==> src/rtl/clk_div_monitor.sv <==
// ============================================================================
//  Module      : clk_div_monitor
//  Description : Samples a divided clock in the clk_in domain and measures its
//                period and high time. It checks both against DIV and reports
//                lock, a sticky first-error code and per-period results.
//  Revision    : 1.0  initial release
// ============================================================================
`default_nettype none

module clk_div_monitor #(
    parameter int DIV      = 5,
    parameter int CNT_W    = 8,
    parameter int LOCK_CNT = 4
) (
    input  logic             clk_in,
    input  logic             rst,
    input  logic             en,
    input  logic             clear,
    input  logic             clk_div,
    output logic [CNT_W-1:0] period,
    output logic [CNT_W-1:0] high_cnt,
    output logic             meas_valid,
    output logic             locked,
    output logic             err,
    output logic [1:0]       err_code
);

    localparam int               c_GOOD_W   = $clog2(LOCK_CNT + 1);
    localparam logic [CNT_W-1:0] c_DIV      = CNT_W'(DIV);
    localparam logic [CNT_W-1:0] c_STALL    = CNT_W'(2 * DIV);
    localparam logic [CNT_W-1:0] c_HIGH_LO  = CNT_W'(DIV / 2);
    localparam logic [CNT_W-1:0] c_HIGH_HI  = CNT_W'((DIV + 1) / 2);
    localparam logic [CNT_W-1:0] c_CNT_MAX  = {CNT_W{1'b1}};
    localparam logic [c_GOOD_W-1:0] c_LOCK    = c_GOOD_W'(LOCK_CNT);
    localparam logic [c_GOOD_W-1:0] c_LOCK_M1 = c_GOOD_W'(LOCK_CNT - 1);

    localparam logic [1:0] c_ERR_NONE   = 2'b00;
    localparam logic [1:0] c_ERR_PERIOD = 2'b01;
    localparam logic [1:0] c_ERR_DUTY   = 2'b10;
    localparam logic [1:0] c_ERR_STALL  = 2'b11;

    typedef enum logic [1:0] {
        S_IDLE   = 2'd0,
        S_MEAS   = 2'd1,
        S_LOCKED = 2'd2
    } state_t;

    state_t              r_state;
    state_t              w_state_next;
    logic                r_d1;
    logic                r_d2;
    logic [CNT_W-1:0]    r_cnt;
    logic [CNT_W-1:0]    r_hcnt;
    logic [c_GOOD_W-1:0] r_good_cnt;
    logic [c_GOOD_W-1:0] w_good_next;
    logic [CNT_W-1:0]    r_period;
    logic [CNT_W-1:0]    r_high_cnt;
    logic                r_meas_valid;
    logic                r_locked;
    logic                w_locked_next;
    logic                r_err;
    logic [1:0]          r_err_code;

    logic                w_rise;
    logic                w_meas;
    logic                w_cnt_clr;
    logic                w_period_ok;
    logic                w_duty_ok;
    logic                w_err_new;
    logic [1:0]          w_err_code_new;

    assign w_rise      = r_d1 & ~r_d2;
    assign w_period_ok = (r_cnt == c_DIV);
    assign w_duty_ok   = (r_hcnt == c_HIGH_LO) || (r_hcnt == c_HIGH_HI);

    // Two-flop sampler; the second stage also provides the rising-edge history
    always_ff @(posedge clk_in or negedge rst) begin
        if (!rst) begin
            r_d1 <= 1'b0;
            r_d2 <= 1'b0;
        end else begin
            r_d1 <= clk_div;
            r_d2 <= r_d1;
        end
    end

    always_comb begin
        w_state_next   = r_state;
        w_good_next    = r_good_cnt;
        w_locked_next  = r_locked;
        w_meas         = 1'b0;
        w_cnt_clr      = 1'b0;
        w_err_new      = 1'b0;
        w_err_code_new = c_ERR_NONE;

        if (!en) begin
            w_state_next  = S_IDLE;
            w_good_next   = '0;
            w_locked_next = 1'b0;
            w_cnt_clr     = 1'b1;
        end else begin
            case (r_state)
                S_IDLE: begin
                    w_good_next   = '0;
                    w_locked_next = 1'b0;
                    if (w_rise) begin
                        w_state_next = S_MEAS;
                    end
                end
                S_MEAS, S_LOCKED: begin
                    if (w_rise) begin
                        w_meas = 1'b1;
                        if (w_period_ok && w_duty_ok) begin
                            if (r_state == S_MEAS) begin
                                if (r_good_cnt >= c_LOCK_M1) begin
                                    w_good_next   = c_LOCK;
                                    w_locked_next = 1'b1;
                                    w_state_next  = S_LOCKED;
                                end else begin
                                    w_good_next = r_good_cnt + 1'b1;
                                end
                            end
                        end else begin
                            w_err_new      = 1'b1;
                            w_err_code_new = w_period_ok ? c_ERR_DUTY : c_ERR_PERIOD;
                            w_good_next    = '0;
                            w_locked_next  = 1'b0;
                            w_state_next   = S_MEAS;
                        end
                    end else if (r_cnt >= c_STALL) begin
                        // No edge within two nominal periods: stopped or stuck clock
                        w_err_new      = 1'b1;
                        w_err_code_new = c_ERR_STALL;
                        w_good_next    = '0;
                        w_locked_next  = 1'b0;
                        w_cnt_clr      = 1'b1;
                        w_state_next   = S_IDLE;
                    end
                end
                default: begin
                    w_state_next  = S_IDLE;
                    w_good_next   = '0;
                    w_locked_next = 1'b0;
                    w_cnt_clr     = 1'b1;
                end
            endcase
        end
    end

    always_ff @(posedge clk_in or negedge rst) begin
        if (!rst) begin
            r_cnt  <= '0;
            r_hcnt <= '0;
        end else if (w_cnt_clr) begin
            r_cnt  <= '0;
            r_hcnt <= '0;
        end else if (w_rise) begin
            r_cnt  <= CNT_W'(1);
            r_hcnt <= CNT_W'(r_d1);
        end else begin
            if (r_cnt != c_CNT_MAX) begin
                r_cnt <= r_cnt + 1'b1;
            end
            if (r_d1 && (r_hcnt != c_CNT_MAX)) begin
                r_hcnt <= r_hcnt + 1'b1;
            end
        end
    end

    always_ff @(posedge clk_in or negedge rst) begin
        if (!rst) begin
            r_state      <= S_IDLE;
            r_good_cnt   <= '0;
            r_locked     <= 1'b0;
            r_meas_valid <= 1'b0;
            r_period     <= '0;
            r_high_cnt   <= '0;
        end else begin
            r_state      <= w_state_next;
            r_good_cnt   <= w_good_next;
            r_locked     <= w_locked_next;
            r_meas_valid <= w_meas;
            if (w_meas) begin
                r_period   <= r_cnt;
                r_high_cnt <= r_hcnt;
            end
        end
    end

    // A clear coinciding with a new error lets the new error through as the first one
    always_ff @(posedge clk_in or negedge rst) begin
        if (!rst) begin
            r_err      <= 1'b0;
            r_err_code <= c_ERR_NONE;
        end else begin
            if (w_err_new) begin
                r_err <= 1'b1;
            end else if (clear) begin
                r_err <= 1'b0;
            end
            if (w_err_new && (!r_err || clear)) begin
                r_err_code <= w_err_code_new;
            end else if (clear) begin
                r_err_code <= c_ERR_NONE;
            end
        end
    end

    assign period     = r_period;
    assign high_cnt   = r_high_cnt;
    assign meas_valid = r_meas_valid;
    assign locked     = r_locked;
    assign err        = r_err;
    assign err_code   = r_err_code;

endmodule

`default_nettype wire

==> config.mk <==
export PLATFORM = sky130hd
export DESIGN_NAME = clk_div_monitor
export DESIGN_NICKNAME = d
export VERILOG_FILES = /design/src/rtl/clk_div_monitor.sv
export SDC_FILE = /design/constraint.sdc
export NUM_CORES = 1
export LEC_CHECK = 0
export BUFFER_PORTS_ARGS = -buffer_cell sky130_fd_sc_hd__buf_2
export CORE_MARGIN = 4
export CORE_UTILIZATION = 50
export DETAILED_ROUTE_END_ITERATION = 8
export PLACE_DENSITY = 0.73
export SLEW_MARGIN = 20
export SYNTH_ARGS = -nofsm -noshare
export SYNTH_HDL_FRONTEND = slang
export SYNTH_SLANG_ARGS = --single-unit
export TNS_END_PERCENT = 100
==> constraint.sdc <==
create_clock -name clk_in -period 1.85 [get_ports clk_in]
set_input_delay 0.0925 -clock clk_in [delete_from_list [all_inputs] [get_ports clk_in]]
set_output_delay 0.0925 -clock clk_in [all_outputs]
set_load 0.01 [all_outputs]
=== Yosys cells after proc, flatten, opt, wreduce, memory -nomap -nowiden ===
Index checks and enable logic that the tools add are counted.

* Mux-type cells: 49
* Magnitude comparators: 2
* Add/sub/neg operators: 3
* Reductions and logical operators: 15
* Equal/unequal tests: 11
* Bitwise logic cells: 2

{| class="wikitable"
|+ Operators by type and width
! operator !! count
|-
| $mux W8 || 6
|-
| $mux W2 || 15
|-
| $mux W3 || 7
|-
| $mux W1 || 19
|-
| $add A8 B1 Y8 const B || 2
|-
| $eq A8 B2 Y1 const B || 2
|-
| $ne A8 B8 Y1 const B || 2
|-
| $ne A5 B5 Y1 const B || 2
|-
| $eq A8 B3 Y1 const B || 1
|-
| $ge A8 B4 Y1 const B || 1
|-
| $reduce_bool A3 Y1 || 2
|-
| $ne A4 B4 Y1 const B || 1
|-
| $pmux W2 S2 || 1
|-
| $reduce_and A4 Y1 || 1
|-
| $reduce_bool A2 Y1 || 2
|-
| $add A3 B1 Y3 const B || 1
|-
| $ge A3 B2 Y1 const B || 1
|-
| $logic_and A1 B1 Y1 || 3
|-
| $ne A3 B3 Y1 const B || 1
|-
| $reduce_and A3 Y1 || 1
|-
| $eq A2 B1 Y1 const B || 1
|-
| $eq A2 B2 Y1 const B || 1
|-
| $logic_not A2 Y1 || 1
|-
| $logic_or A1 B1 Y1 || 2
|-
| 6 further kinds || 6
|}

* Output and inout bits: 21
* Input bits: 5
* Word-level logic and storage cells: 94
* Register bits: 44

=== Depth between registers and ports, before layout ===
* Word-level depth: 9
* Gate-level depth with buffers: 9
* Gate-level depth less buffers: 7

=== Worst setup path before layout ===
Ideal clock, no wire load.

* Path kind: flip-flop to flip-flop
* Start point: register r_state[0]
* End point: register r_state[0]
* Data required time: 1.725 ns
* Buffers on the path: 1
* Data arrival time: 1.783 ns
* Clock period less this slack: 1.908 ns
* Slack: -0.058 ns
* Stages on the path, launching flop included: 9
* Setup time: 0.125 ns
* Cells stage by stage: dfrtp_1 -> inv_1 -> ha_1 -> nand3b_2 -> or2_1 -> clkbuf_1 -> a21oi_1 -> a21oi_2 -> mux2_4

* Word-level cells in the longest chain between the ends: 4
* Elaborated cells between the ends (all ways): 11
* Classes of those cells: 6 x eq/ne; 2 x mux; 3 x reduce/logical

{| class="wikitable"
|+ RTL lines
! what !! line !! RTL
|-
| from (decl) || 48 || <nowiki>state_t r_state;</nowiki>
|-
| from (signal assigned) || 179 || <nowiki>r_state <= w_state_next;</nowiki>
|-
| $eq A2 B1 Y1 or $eq A2 B2 Y1 (tied branches) || 102, 114 ||
|-
| $reduce_or A2 Y1 || 102 || <nowiki>case (r_state)</nowiki>
|-
| $ne A5 B5 Y1 (no line) (tied with other cells) || - ||
|-
| $reduce_and A4 Y1 (no line) or $mux W2 (tied branches) || - ||
|}

Several ways; a longest one is shown, not always the timed one.
A chain may end at the register's enable or synchronous reset.

=== Worst setup path in the final report ===
* Start point: register r_good_cnt[1]
* End point: register r_state[0]

* Word-level cells in the longest chain between the ends: 3

{| class="wikitable"
|+ RTL lines
! what !! line !! RTL
|-
| from (decl) || 54 || <nowiki>logic [c_GOOD_W-1:0] r_good_cnt;</nowiki>
|-
| from (signal assigned) || 180 || <nowiki>r_good_cnt <= w_good_next;</nowiki>
|-
| $ge A3 B2 Y1 || 115 || <nowiki>if (r_good_cnt >= c_LOCK_M1) begin</nowiki>
|-
| $ne A5 B5 Y1 (no line) || - ||
|-
| $reduce_and A4 Y1 (no line) || - ||
|}

Every way passes these cells.

==> impl_metrics.tcl <==
set metrics [dict create \
    critPathKind "reg2reg" \
    synth-edff-count 0 \
    layout-drive-gt1-share 0.261 \
    cts-root-buf "clkbuf_8" \
    layout.nets 294 \
    fill_cells 343 \
    yosys.area.top_type_share 0.494 \
    dieHeight_um 74.8 \
    grt_overflow 0 \
    synth-warning-count 0 \
    ys_async_sr_fraction 1.00 \
    gr-usage-all-layers 0.175 \
    finalPower_mw 2.49 \
    worst_slew_pin_slew_ns 0.542 \
    syn_to_final_growth_pct 23.6 \
    min_period_ns 1.78 \
    path_clk_slew_ns 0.08 \
    drc_errors 0 \
    final-instance-count-excl-fill 332 \
    detail_route.wl_per_cell_um 13.3 \
    antenna_found_initial 0 \
    cts_tree "built" \
    crit_slowest_cell "dfrtp_1" \
    io_pins 26 \
    ys_top_cells_by_area "dfrtp_1 49%, nand2_1 10%, ha_1 5.6%, nor2_1 2.4%, xnor2_1 2.0%" \
    dpl.cell_count 322 \
    slowest_delay_ns 0.42 \
    cp_top_family "compound AO/OA/AOI/OAI gates" \
    detailedPlace.worstSlack_ns 0.0328 \
    synth_largest_area_cell "dfrtp_1" \
    drtIter0Drc 85 \
    endpoint_kind "flip-flop" \
    grt_max_degree 45 \
    dieArea_um2 5590 \
    synth-seq-cells 44 \
    startpoint_type "flip-flop" \
    p_per_area_nw_per_um2 903 \
    io_buffers 25 \
    critPathMaxFanout 4 \
    diodes 0 \
    htreeDepth 2 \
    cp_cell_sequence "ha_1 -> ha_1 -> a211o_1 -> a21oi_2 -> a21oi_2 -> mux2_4" \
    core-area_um2 4320 \
    slew_violations 0 \
    grt_pass1_wl_um 7480 \
    worstSkewPairLatency_ns 0.30 \
    rows 24 \
    routed_wl_um 4430 \
    crit_required_ns 2.04 \
    period_share 0.963 \
    setup_viol 0 \
    first_pass_iters 4 \
    hold_viol 0 \
    postSynthAreaPerCell_um2 9.74 \
    start_util 0.516 \
    hold_class "in2reg" \
    synthCells 229 \
    die_w_um 74.8 \
    num_vias 1761 \
    post_cts_buffers 0 \
    dp_hpwl_um 3220 \
    fmax_mhz 561 \
    syn_nets 244 \
    status "finished, final reports clean" \
    leakage_nw 1.45 \
    synth_ff_type "dfrtp_1" \
    numCtsBuffers 5 \
    syn_area_um2 2230 \
    relSlewSlack 0.639 \
    setup_ws_ns 0.0681 \
    rsz0062_at_grt "yes" \
    layout_commonest_cell "nand2_1" \
    clk_path_buf_depth 2 \
    clock_skew_ns 0.0113 \
    cts_sinks 44 \
    viasPerCell 5.30 \
    synth.distinct_cells 51 \
    path_buf_inv 0 \
    tns_ns 0 \
    ant_nets 0 \
    maxCapViolCount 0 \
    grt_pass1_vias 1654 \
    seq_area_frac_synth 0.494 \
    place.gp.congestion 0.853 \
    crit_arrival_ns 1.97 \
    final_cell_mix "62 x nand2_1, 44 x dfrtp_1, 25 x buf_2" \
    irDropWorstVdd_v 0.000738 \
]
==> synthesized netlist by cell type (all sizes together) (3+ instances only) <==
cell type  instances
nor3               3
xnor2              5
a21oi              6
nand4              5
xor2               5
inv               11
nand2             62
dfrtp             44
o21ai              8
buf                5
and3               3
nand3              7
ha                10
nor2              15
a211oi             5
==> metrics by stage <==
stage / util / instance area, um2 / hold WS (ns)
after global placement: 0.596 / 2580 / 0.199
after floorplan: - / 2250 / -0.203
after detailed placement: 0.596 / 2580 / 0.202
final: 0.637 / 2760 / 0.0995
after global routing: 0.637 / 2760 / 0.112
after CTS: 0.629 / 2720 / 0.0939
==> where the power goes <==
group / internal, mW / switching, mW
clock network: 0.441 / 0.334
logic: 0.276 / 0.346
registers: 1.04 / 0.0532
==> sequential cells by signal, summed over array words and instances, names as in the netlist <==
register,count
err_code,2
err,1
r_state,2
r_d1,1
r_good_cnt,3
r_d2,1
high_cnt,8
meas_valid,1
r_cnt,8
period,8
r_hcnt,8
locked,1
==> layer usage <==
layer  up-vias  routed length (um)  global-route usage
met1       839                2080               0.232
met5         -                   0                   0
met3         4                 153              0.0401
met2        23                2140               0.284
met4         0                  59              0.0593
li1        895                   -                   -
==> cells by family (layout without fill, tap and decap cells) <==
family,after synthesis,after routing,synth area share
fa+ha+maj,10,10,0.0561
xor+xnor,10,10,0.0393
mux,3,3,0.0157
flops,44,44,0.494
buf+inv,17,68,0.0342
compound gates,37,37,0.121
simple gates,108,108,0.240
==> what timing repair did <==
action / in CTS / in global routing
hold buffers: 2 / 0
setup endpoints to repair: 0 / 9
endpoints found under the hold margin: 45 / 0
resized for setup: 0 / 6
==> worst paths after layout <==
kind | startpoint | end | slack [ns] | cells after the start
worst max register to register | r_good_cnt[1]$_DFFE_PN0P_ | r_state[0]$_DFFE_PN0P_ | 0.07 | 6
min in group asynchronous | rst | r_cnt[2]$_DFFE_PN0P_ | 0.39 | 3
max in group asynchronous | rst | r_good_cnt[1]$_DFFE_PN0P_ | 1.09 | 3
worst min-delay path | en | err$_DFFE_PN0P_ | 0.1 | 2
worst max-delay path | r_good_cnt[1]$_DFFE_PN0P_ | r_state[0]$_DFFE_PN0P_ | 0.07 | 6
worst min register to register | period[7]$_DFFE_PN0P_ | period[7]$_DFFE_PN0P_ | 0.47 | 2
==> area by class of cell <==
cell class / count / area [um2] / share of cell area
Multi-Input combinational cell: 168 / 1100 / 0.401
Inverter: 11 / 41.3 / 0.0150
Tap cell: 52 / 65.1 / 0.0236
Clock inverter: 2 / 38.8 / 0.0141
Clock buffer: 6 / 82.6 / 0.0300
Timing Repair Buffer: 49 / 323 / 0.117
Sequential cell: 44 / 1100 / 0.399
No activity file was read; power rests on OpenSTA's default activity.
